<file path="config.mk">
export PLATFORM = sky130hd
export DESIGN_NAME = divider_32bit_seq
export DESIGN_NICKNAME = d
export VERILOG_FILES = /design/src/rtl/divider_32bit_seq.sv
export SDC_FILE = /design/constraint.sdc
export NUM_CORES = 1
export LEC_CHECK = 0
export CORE_MARGIN = 2
export CORE_UTILIZATION = 55
export CTS_BUF_LIST = sky130_fd_sc_hd__clkbuf_16
export CTS_CLUSTER_DIAMETER = 120
export DETAILED_ROUTE_END_ITERATION = 7
export GPL_TIMING_DRIVEN = 1
export HOLD_SLACK_MARGIN = 0.05
export PLACE_DENSITY = 0.84
export SYNTH_ARGS = -nofsm -noshare
export SYNTH_HDL_FRONTEND = slang
export SYNTH_SLANG_ARGS = --single-unit
export TNS_END_PERCENT = 20
</file>
<file path="constraint.sdc">
create_clock -name clk -period 8.2 [get_ports clk]
set_input_delay 2.46 -clock clk [delete_from_list [all_inputs] [get_ports clk]]
set_output_delay 2.46 -clock clk [all_outputs]
set_load 0.02 [all_outputs]
</file>
<file path="src/rtl/divider_32bit_seq.sv">
`default_nettype none
`timescale 1ns/1ps
// ============================================================================
//  Module      : divider_32bit_seq
//  Description : Iterative IEEE-754 single-precision divider, o_res = i_a / i_b.
//                Radix-2 restoring mantissa division, ITER_PER_CYCLE quotient
//                bits per clock. Special operands resolve in one cycle.
//                Denormal inputs are flushed to zero; rounding is truncation.
//  Revision    : 1.0 - initial release
// ----------------------------------------------------------------------------
//  Ports
//    clk          in   1   clock, rising edge
//    rst          in   1   reset, asynchronous, active-high
//    i_a          in   32  dividend, FP32
//    i_b          in   32  divisor, FP32
//    i_vld        in   1   operands valid, accepted when o_rdy=1
//    o_rdy        out  1   idle, can accept new operands
//    o_res        out  32  quotient, FP32, held until the next result
//    o_res_vld    out  1   one-cycle pulse, o_res updated this cycle
//    overflow     out  1   NaN, Inf or exponent overflow result
//    div_by_zero  out  1   finite nonzero divided by zero
// ============================================================================
module divider_32bit_seq #(
    parameter int ITER_PER_CYCLE = 1    // legal values: 1, 5, 25
) (
    input  logic        clk,
    input  logic        rst,
    input  logic [31:0] i_a,
    input  logic [31:0] i_b,
    input  logic        i_vld,
    output logic        o_rdy,
    output logic [31:0] o_res,
    output logic        o_res_vld,
    output logic        overflow,
    output logic        div_by_zero
);

    localparam int          N_CYCLES = 25 / ITER_PER_CYCLE;
    localparam logic [4:0]  LAST_CNT = 5'(N_CYCLES - 1);
    localparam logic [31:0] QNAN     = 32'h7FC0_0000;

    typedef enum logic [1:0] {
        IDLE = 2'd0,
        CALC = 2'd1,
        NORM = 2'd2
    } state_t;

    state_t state;
    state_t state_nxt;

    // ------------------------------------------------------------------
    // Operand decode and special-case classification
    // ------------------------------------------------------------------
    logic        res_sign_in;
    logic [7:0]  a_exp;
    logic [7:0]  b_exp;
    logic [22:0] a_frac;
    logic [22:0] b_frac;
    logic        a_zero;
    logic        b_zero;
    logic        a_inf;
    logic        b_inf;
    logic        a_nan;
    logic        b_nan;

    assign res_sign_in = i_a[31] ^ i_b[31];
    assign a_exp       = i_a[30:23];
    assign b_exp       = i_b[30:23];
    assign a_frac      = i_a[22:0];
    assign b_frac      = i_b[22:0];

    // Denormals have exp==0 and are treated as zero regardless of fraction.
    assign a_zero = (a_exp == 8'h00);
    assign b_zero = (b_exp == 8'h00);
    assign a_inf  = (a_exp == 8'hFF) && (a_frac == 23'd0);
    assign b_inf  = (b_exp == 8'hFF) && (b_frac == 23'd0);
    assign a_nan  = (a_exp == 8'hFF) && (a_frac != 23'd0);
    assign b_nan  = (b_exp == 8'hFF) && (b_frac != 23'd0);

    logic        in_special;
    logic [31:0] in_special_res;
    logic        in_special_ovf;
    logic        in_special_dbz;

    // Priority order matters: e.g. Inf/0 is Inf (overflow), not div-by-zero.
    always_comb begin
        in_special     = 1'b1;
        in_special_res = 32'd0;
        in_special_ovf = 1'b0;
        in_special_dbz = 1'b0;
        if (a_nan || b_nan || (a_zero && b_zero) || (a_inf && b_inf)) begin
            in_special_res = QNAN;
            in_special_ovf = 1'b1;
        end else if (a_inf) begin
            in_special_res = {res_sign_in, 8'hFF, 23'd0};
            in_special_ovf = 1'b1;
        end else if (b_inf || a_zero) begin
            in_special_res = {res_sign_in, 31'd0};
        end else if (b_zero) begin
            in_special_res = {res_sign_in, 8'hFF, 23'd0};
            in_special_dbz = 1'b1;
        end else begin
            in_special = 1'b0;
        end
    end

    // ------------------------------------------------------------------
    // Control FSM
    // ------------------------------------------------------------------
    logic       accept;
    logic [4:0] cnt;

    assign o_rdy  = (state == IDLE);
    assign accept = i_vld && o_rdy;

    always_ff @(posedge clk or posedge rst) begin
        if (rst) begin
            state <= IDLE;
        end else begin
            state <= state_nxt;
        end
    end

    always_comb begin
        state_nxt = state;
        case (state)
            IDLE: begin
                if (i_vld) begin
                    state_nxt = in_special ? NORM : CALC;
                end
            end
            CALC: begin
                if (cnt == LAST_CNT) begin
                    state_nxt = NORM;
                end
            end
            NORM: begin
                state_nxt = IDLE;
            end
            default: begin
                state_nxt = IDLE;
            end
        endcase
    end

    // ------------------------------------------------------------------
    // Operand capture and iterative mantissa division
    // ------------------------------------------------------------------
    logic        res_sign;
    logic [7:0]  exp_a_q;
    logic [7:0]  exp_b_q;
    logic [23:0] mb;
    logic [25:0] rem;
    logic [24:0] quo;
    logic        is_special;
    logic [31:0] spec_res;
    logic        spec_ovf;
    logic        spec_dbz;

    logic [25:0] rem_nxt;
    logic [24:0] quo_nxt;

    // ITER_PER_CYCLE restoring steps chained combinationally per clock.
    always_comb begin
        rem_nxt = rem;
        quo_nxt = quo;
        for (int i = 0; i < ITER_PER_CYCLE; i++) begin
            if (rem_nxt >= {2'b00, mb}) begin
                rem_nxt = rem_nxt - {2'b00, mb};
                quo_nxt = {quo_nxt[23:0], 1'b1};
            end else begin
                quo_nxt = {quo_nxt[23:0], 1'b0};
            end
            rem_nxt = rem_nxt << 1;
        end
    end

    always_ff @(posedge clk or posedge rst) begin
        if (rst) begin
            res_sign   <= 1'b0;
            exp_a_q    <= 8'd0;
            exp_b_q    <= 8'd0;
            mb         <= 24'd0;
            rem        <= 26'd0;
            quo        <= 25'd0;
            cnt        <= 5'd0;
            is_special <= 1'b0;
            spec_res   <= 32'd0;
            spec_ovf   <= 1'b0;
            spec_dbz   <= 1'b0;
        end else if (accept) begin
            res_sign   <= res_sign_in;
            exp_a_q    <= a_exp;
            exp_b_q    <= b_exp;
            mb         <= {1'b1, b_frac};
            rem        <= {2'b00, 1'b1, a_frac};
            quo        <= 25'd0;
            cnt        <= 5'd0;
            is_special <= in_special;
            spec_res   <= in_special_res;
            spec_ovf   <= in_special_ovf;
            spec_dbz   <= in_special_dbz;
        end else if (state == CALC) begin
            rem <= rem_nxt;
            quo <= quo_nxt;
            cnt <= cnt + 5'd1;
        end
    end

    // ------------------------------------------------------------------
    // Normalisation and exponent range handling
    // ------------------------------------------------------------------
    logic signed [9:0] exp_diff;
    logic signed [9:0] e_norm;
    logic [22:0]       mant;
    logic [31:0]       norm_res;
    logic              norm_ovf;

    // quo lies in [2^23, 2^25): a set top bit means the mantissa ratio >= 1.
    always_comb begin
        exp_diff = $signed({2'b00, exp_a_q}) - $signed({2'b00, exp_b_q});
        if (quo[24]) begin
            mant   = quo[23:1];
            e_norm = exp_diff + 10'sd127;
        end else begin
            mant   = quo[22:0];
            e_norm = exp_diff + 10'sd126;
        end
        norm_ovf = 1'b0;
        if (e_norm >= 10'sd255) begin
            norm_res = {res_sign, 8'hFF, 23'd0};
            norm_ovf = 1'b1;
        end else if (e_norm <= 10'sd0) begin
            norm_res = {res_sign, 31'd0};
        end else begin
            norm_res = {res_sign, e_norm[7:0], mant};
        end
    end

    // ------------------------------------------------------------------
    // Output registers: updated only in NORM, held otherwise
    // ------------------------------------------------------------------
    always_ff @(posedge clk or posedge rst) begin
        if (rst) begin
            o_res       <= 32'd0;
            o_res_vld   <= 1'b0;
            overflow    <= 1'b0;
            div_by_zero <= 1'b0;
        end else begin
            o_res_vld <= 1'b0;
            if (state == NORM) begin
                o_res_vld   <= 1'b1;
                o_res       <= is_special ? spec_res : norm_res;
                overflow    <= is_special ? spec_ovf : norm_ovf;
                div_by_zero <= is_special ? spec_dbz : 1'b0;
            end
        end
    end

endmodule
`default_nettype wire

</file>
# Word level (Yosys, flattened, before mapping)
# Index checks and enable logic that the tools add are counted.
# totals
register_bits	169
input_bits	67
out_inout_bits	36
# op_classes
magnitude_cmp	3
n_mux	34
n_addsub	5
bitwise	1
n_eq_ne	7
n_reduce_logical	20
# op_table
operator	count
32-bit two-way mux	5
25-bit two-way mux	3
31-bit two-way mux	2
26-bit two-way mux	2
23-bit logical NOT	2
23-bit nonzero test	2
26-bit by 24-bit greater-or-equal comparator with 1-bit output	1
25-bit by 24-bit subtractor with 25-bit output	1
23-bit two-way mux	1
9-bit by 8-bit adder with 10-bit output, second input constant	2
8-bit equality test, second input constant	2
8-bit logical NOT	2
1-bit two-way mux	14
10-bit by 9-bit greater-or-equal comparator with 1-bit output, second input constant	1
10-bit by 1-bit <= comparator with 1-bit output, second input constant	1
10-bit two-way mux	1
5-bit two-way mux	2
8-bit by 8-bit subtractor with 9-bit output	1
1-bit logical AND	7
2-bit two-way mux	3
5-bit by 1-bit adder with 5-bit output, second input constant	1
5-bit equality test, second input constant	1
1-bit logical OR	4
2-bit != test, second input constant	2
other kinds (7)	7

# Longest topological paths before layout
# depth
word_depth	9
ltp_mapped	16
mapped_depth_nobuf	15

# Worst setup path before layout
# Ideal clock, no wire load.
# synth_timing
path_kind	in2reg
start	input port i_b[30]
end	register spec_dbz
required_time_ps	8078
path_stages	6
setup_ps	122
arrival_ps	3868
slack_ps	4211
cell_sequence	or4_1 -> nor2_1 -> a21oi_1 -> and2_1 -> nor2b_1 -> a32o_1
# synth_between
elab_chain_cells	6
# synth_rtl
element	line_no	source
from (decl)	29	input logic [31:0] i_b,
8-bit equality test	76, 78	
1-bit logical AND, on equally long branches	76, 78	
1-bit logical OR, on equally long branches	97, 91	
1-bit two-way mux or 1-bit logical OR (tied branches)	97, 91	
1-bit two-way mux or 1-bit logical OR (tied branches)	94, 91	
1-bit two-way mux *	91	if (a_nan || b_nan || (a_zero && b_zero) || (a_inf && b_inf)) begin
to (signal assigned)	202	spec_dbz <= in_special_dbz;
to (decl)	158	logic spec_dbz;
# Mark *: on every way between the ends. The rest lies on a longest branch, timed or not.
# A chain may end at the register's enable or synchronous reset.

# Final worst setup path
# layout_timing
start	input port i_a[17]
end	register spec_dbz
# layout_between
elab_chain_cells	6
# layout_rtl
element	line_no	source
from (decl)	28	input logic [31:0] i_a,
23-bit nonzero test	77	assign a_nan = (a_exp == 8'hFF) && (a_frac != 23'd0);
1-bit logical AND	77	
1-bit logical OR (3 in a row)	91	
1-bit two-way mux *	91	
# Marks and branches as above.

==> reports/results.ini <==
[worst_setup_path]
crit_arrival_ps=4970
cp.required_ps=8560
r2r_cells=14
crit_path_frequent_cell=nor2_1
r2r_slack_ps=3820
start_kind=input port
critPathMaxStageDelay_ps=640
critPathKind=in -> reg
cp_slowest_cell=nor4_1
crit_fanout=3
r2r-end=o_res[4]
endpoint_kind=flip-flop
r2r-start=exp_a_q[1]
crit_chain=clkdlybuf4s50_1 > nor4_1 > nand4_1 > nor2_1 > nor2_1 > a2bb2oi_1 > a21oi_1 > and2_1 > nor2b_1 > a32o_1

[logic_synthesis]
syn_nets=1114
synthAdderAreaFrac=0.0576
synth_warnings=0
synth_area_um2=8600
muxShareOfSynthArea=0.0384
synth_top_area_frac=0.408
seq_area_frac_synth=0.408
ys_types=77
async_flop_share=1.00
synth.avg_cell_area_um2=8.53
syn-instance-count=1008
synth_edf_count=0
synth_top_family_by_area=simple AND/OR/NAND/NOR gates
synth_xor_area_frac=0.0336
ys_ff_latch=140
synth.largest_area_cell=dfrtp_1
synthFlopType=dfrtp_1
synthTopCellsByArea=dfrtp_1 41%, nand2_1 9.1%, ha_1 5.5%
synth_compound_area_frac=0.195
synth_simple_gate_area_frac=0.221

[final_layout]
n_fill_cell=1217
mostFrequentLayoutCell=nand2_1
utilization=0.674
layout_common_cells=208 x nand2_1, 140 x dfrtp_1, 102 x clkdlybuf4s50_1
fin_nets=1187
area.growth.synth_to_final_pct=19.6
drive_gt1_frac=0.0713
multi_input_area_um2=4700
final_area_um2=10300
seq_area_um2=3500
antenna_cells=0

[drt]
ant_nets=0
wl_um=21100
vias_per_cell=5.88
drc=0
drt_iter0_markers=559
vias=7671
drt_first_pass_iters=5
routedWlPerCell_um=16.2

[grt]
first_global_vias=7376
grt_use_total=0.270
grt_pass1_wl_um=36100
grt_overflow=0
antenna_found_initial=0
grt_max_degree=125

[place]
port-buffer-count=102
gp_congestion=0.891
dp_hpwl_um=14900
dpl_cell_area_um2=9710

[min_path]
holdPathEnd=mb[23]
hold_depth=2
hp-start=mb[23]
hp-class=reg -> reg

[run_status]
outcome=complete, no violations

[die]
die_area_um2=16600
die_width_um=129
start_util=0.563
core_area_um2=15300
rows=45
io_pins=103
die_height_um=129

[sta]
finClkSkew_ps=8.36
hold_ws_ps=457
worst_slew_pin_slew_ps=1100
hold_viol=0
finalSetupViolCount=0
fmax_mhz=217
rsz0062_at_grt=no
relSlewSlack=0.267
tns_ps=0
slew_viol_final=0
period_minus_slack_ps=4610
post-route-period-util=0.562

[cts]
clock_path_buffers=2
cts_hold_buf=0
cts_buffers=17
cts_tree=yes
clockRootBuffer=clkbuf_16
clk_pin_slew_ps=60
clkLatencyLatePin_ps=430
cts_sinks=140
post_cts_buffers=0
cts_max_level=4
cts_resized=0

[run]
cap_viol_max_count=0

[pwr]
powerDensity_nw_per_um2=489
p_leak_nw=4.36
total_power_mw=5.03
ir_worst_vdd_uv=271

[flip-flops by register name, indices dropped and copies added (netlist names), 3 cells and up]
| signal | count |
|---|---|
| quo | 25 |
| exp_b_q | 8 |
| spec_res | 3 |
| o_res | 32 |
| rem | 26 |
| cnt | 5 |
| exp_a_q | 8 |
| mb | 24 |
[how the worst max path moves through the flow]
stage,start,endpoint,slack (ps),cells after the start
final,i_a[17],spec_dbz,3590,10
after global routing,exp_a_q[1],o_res[4],3320,14
after CTS,i_a[17],spec_dbz,3610,10
after detailed placement,i_a[17],spec_dbz,3180,10
after global placement,i_a[17],spec_dbz,3220,10
after floorplan,rst,cnt[0],1990,1
[layout make-up]
cell class / count / share of cell area
flip-flops and latches: 140 / 0.341
clock inverters: 15 / 0.0144
clock buffers: 17 / 0.0414
well taps: 211 / 0.0257
multi-input cells: 769 / 0.457
inverters: 43 / 0.0162
repair buffers: 110 / 0.105
[routing by layer]
metal | track usage | share of wire | up-vias
li1 | - | - | 3727
met1 | 0.356 | 0.43 | 3671
met2 | 0.451 | 0.50 | 224
met3 | 0.0533 | 0.051 | 49
met4 | 0.0895 | 0.022 | 0
met5 | 0 | 0 | -
[report_power, final]
part | internal (mW) | leakage [nW] | switching (mW)
clock network | 0.446 | 0.282 | 0.307
logic | 1.23 | 2.31 | 1.88
registers | 0.975 | 1.77 | 0.195
total | 2.65 | 4.36 | 2.38
[synth_stat cells, drive strengths merged (3+ instances only)]
cell / instances
o22ai: 3
buf: 18
nand4: 16
and3: 7
nor4: 14
a221o: 3
nand3: 45
dfrtp: 140
nor2: 52
nand3b: 4
o2111ai: 5
xnor2: 19
or3: 3
nand2: 208
mux2i: 33
nand2b: 10
o21ai: 116
or2: 7
a21oi: 34
o31a: 3
a21o: 7
inv: 42
xor2: 14
nor2b: 12
or4: 5
nor3: 15
a211oi: 3
a22oi: 9
o31ai: 7
and2: 7
clkbuf: 38
a2111oi: 3
a31oi: 13
ha: 38
o21a: 5
o211ai: 16
[critical path: cells and delay by family]
kind | cells | cell delay, ps
buf+inv | 1 | 430
compound gates | 3 | 470
simple gates | 6 | 1600
[stage by stage]
stage | cells | worst slack (ps)
floorplan | 1008 | 1990
global placement | 1273 | 3220
detailed placement | 1273 | 3180
CTS | 1305 | 3610
global route | 1305 | 3320
finish | 1305 | 3590
[kinds of logic (layout without fill, tap and decap cells)]
kind of cell | Yosys count | count (layout)
AND/OR/NAND/NOR | 413 | 413
AO/OA/AOI/OAI | 251 | 251
flip-flops | 140 | 140
buffers and inverters | 99 | 185
adder cells (fa/ha/maj) | 39 | 39
XOR/XNOR | 33 | 33
multiplexers | 33 | 33
No activity file was read; power rests on OpenSTA's default activity.
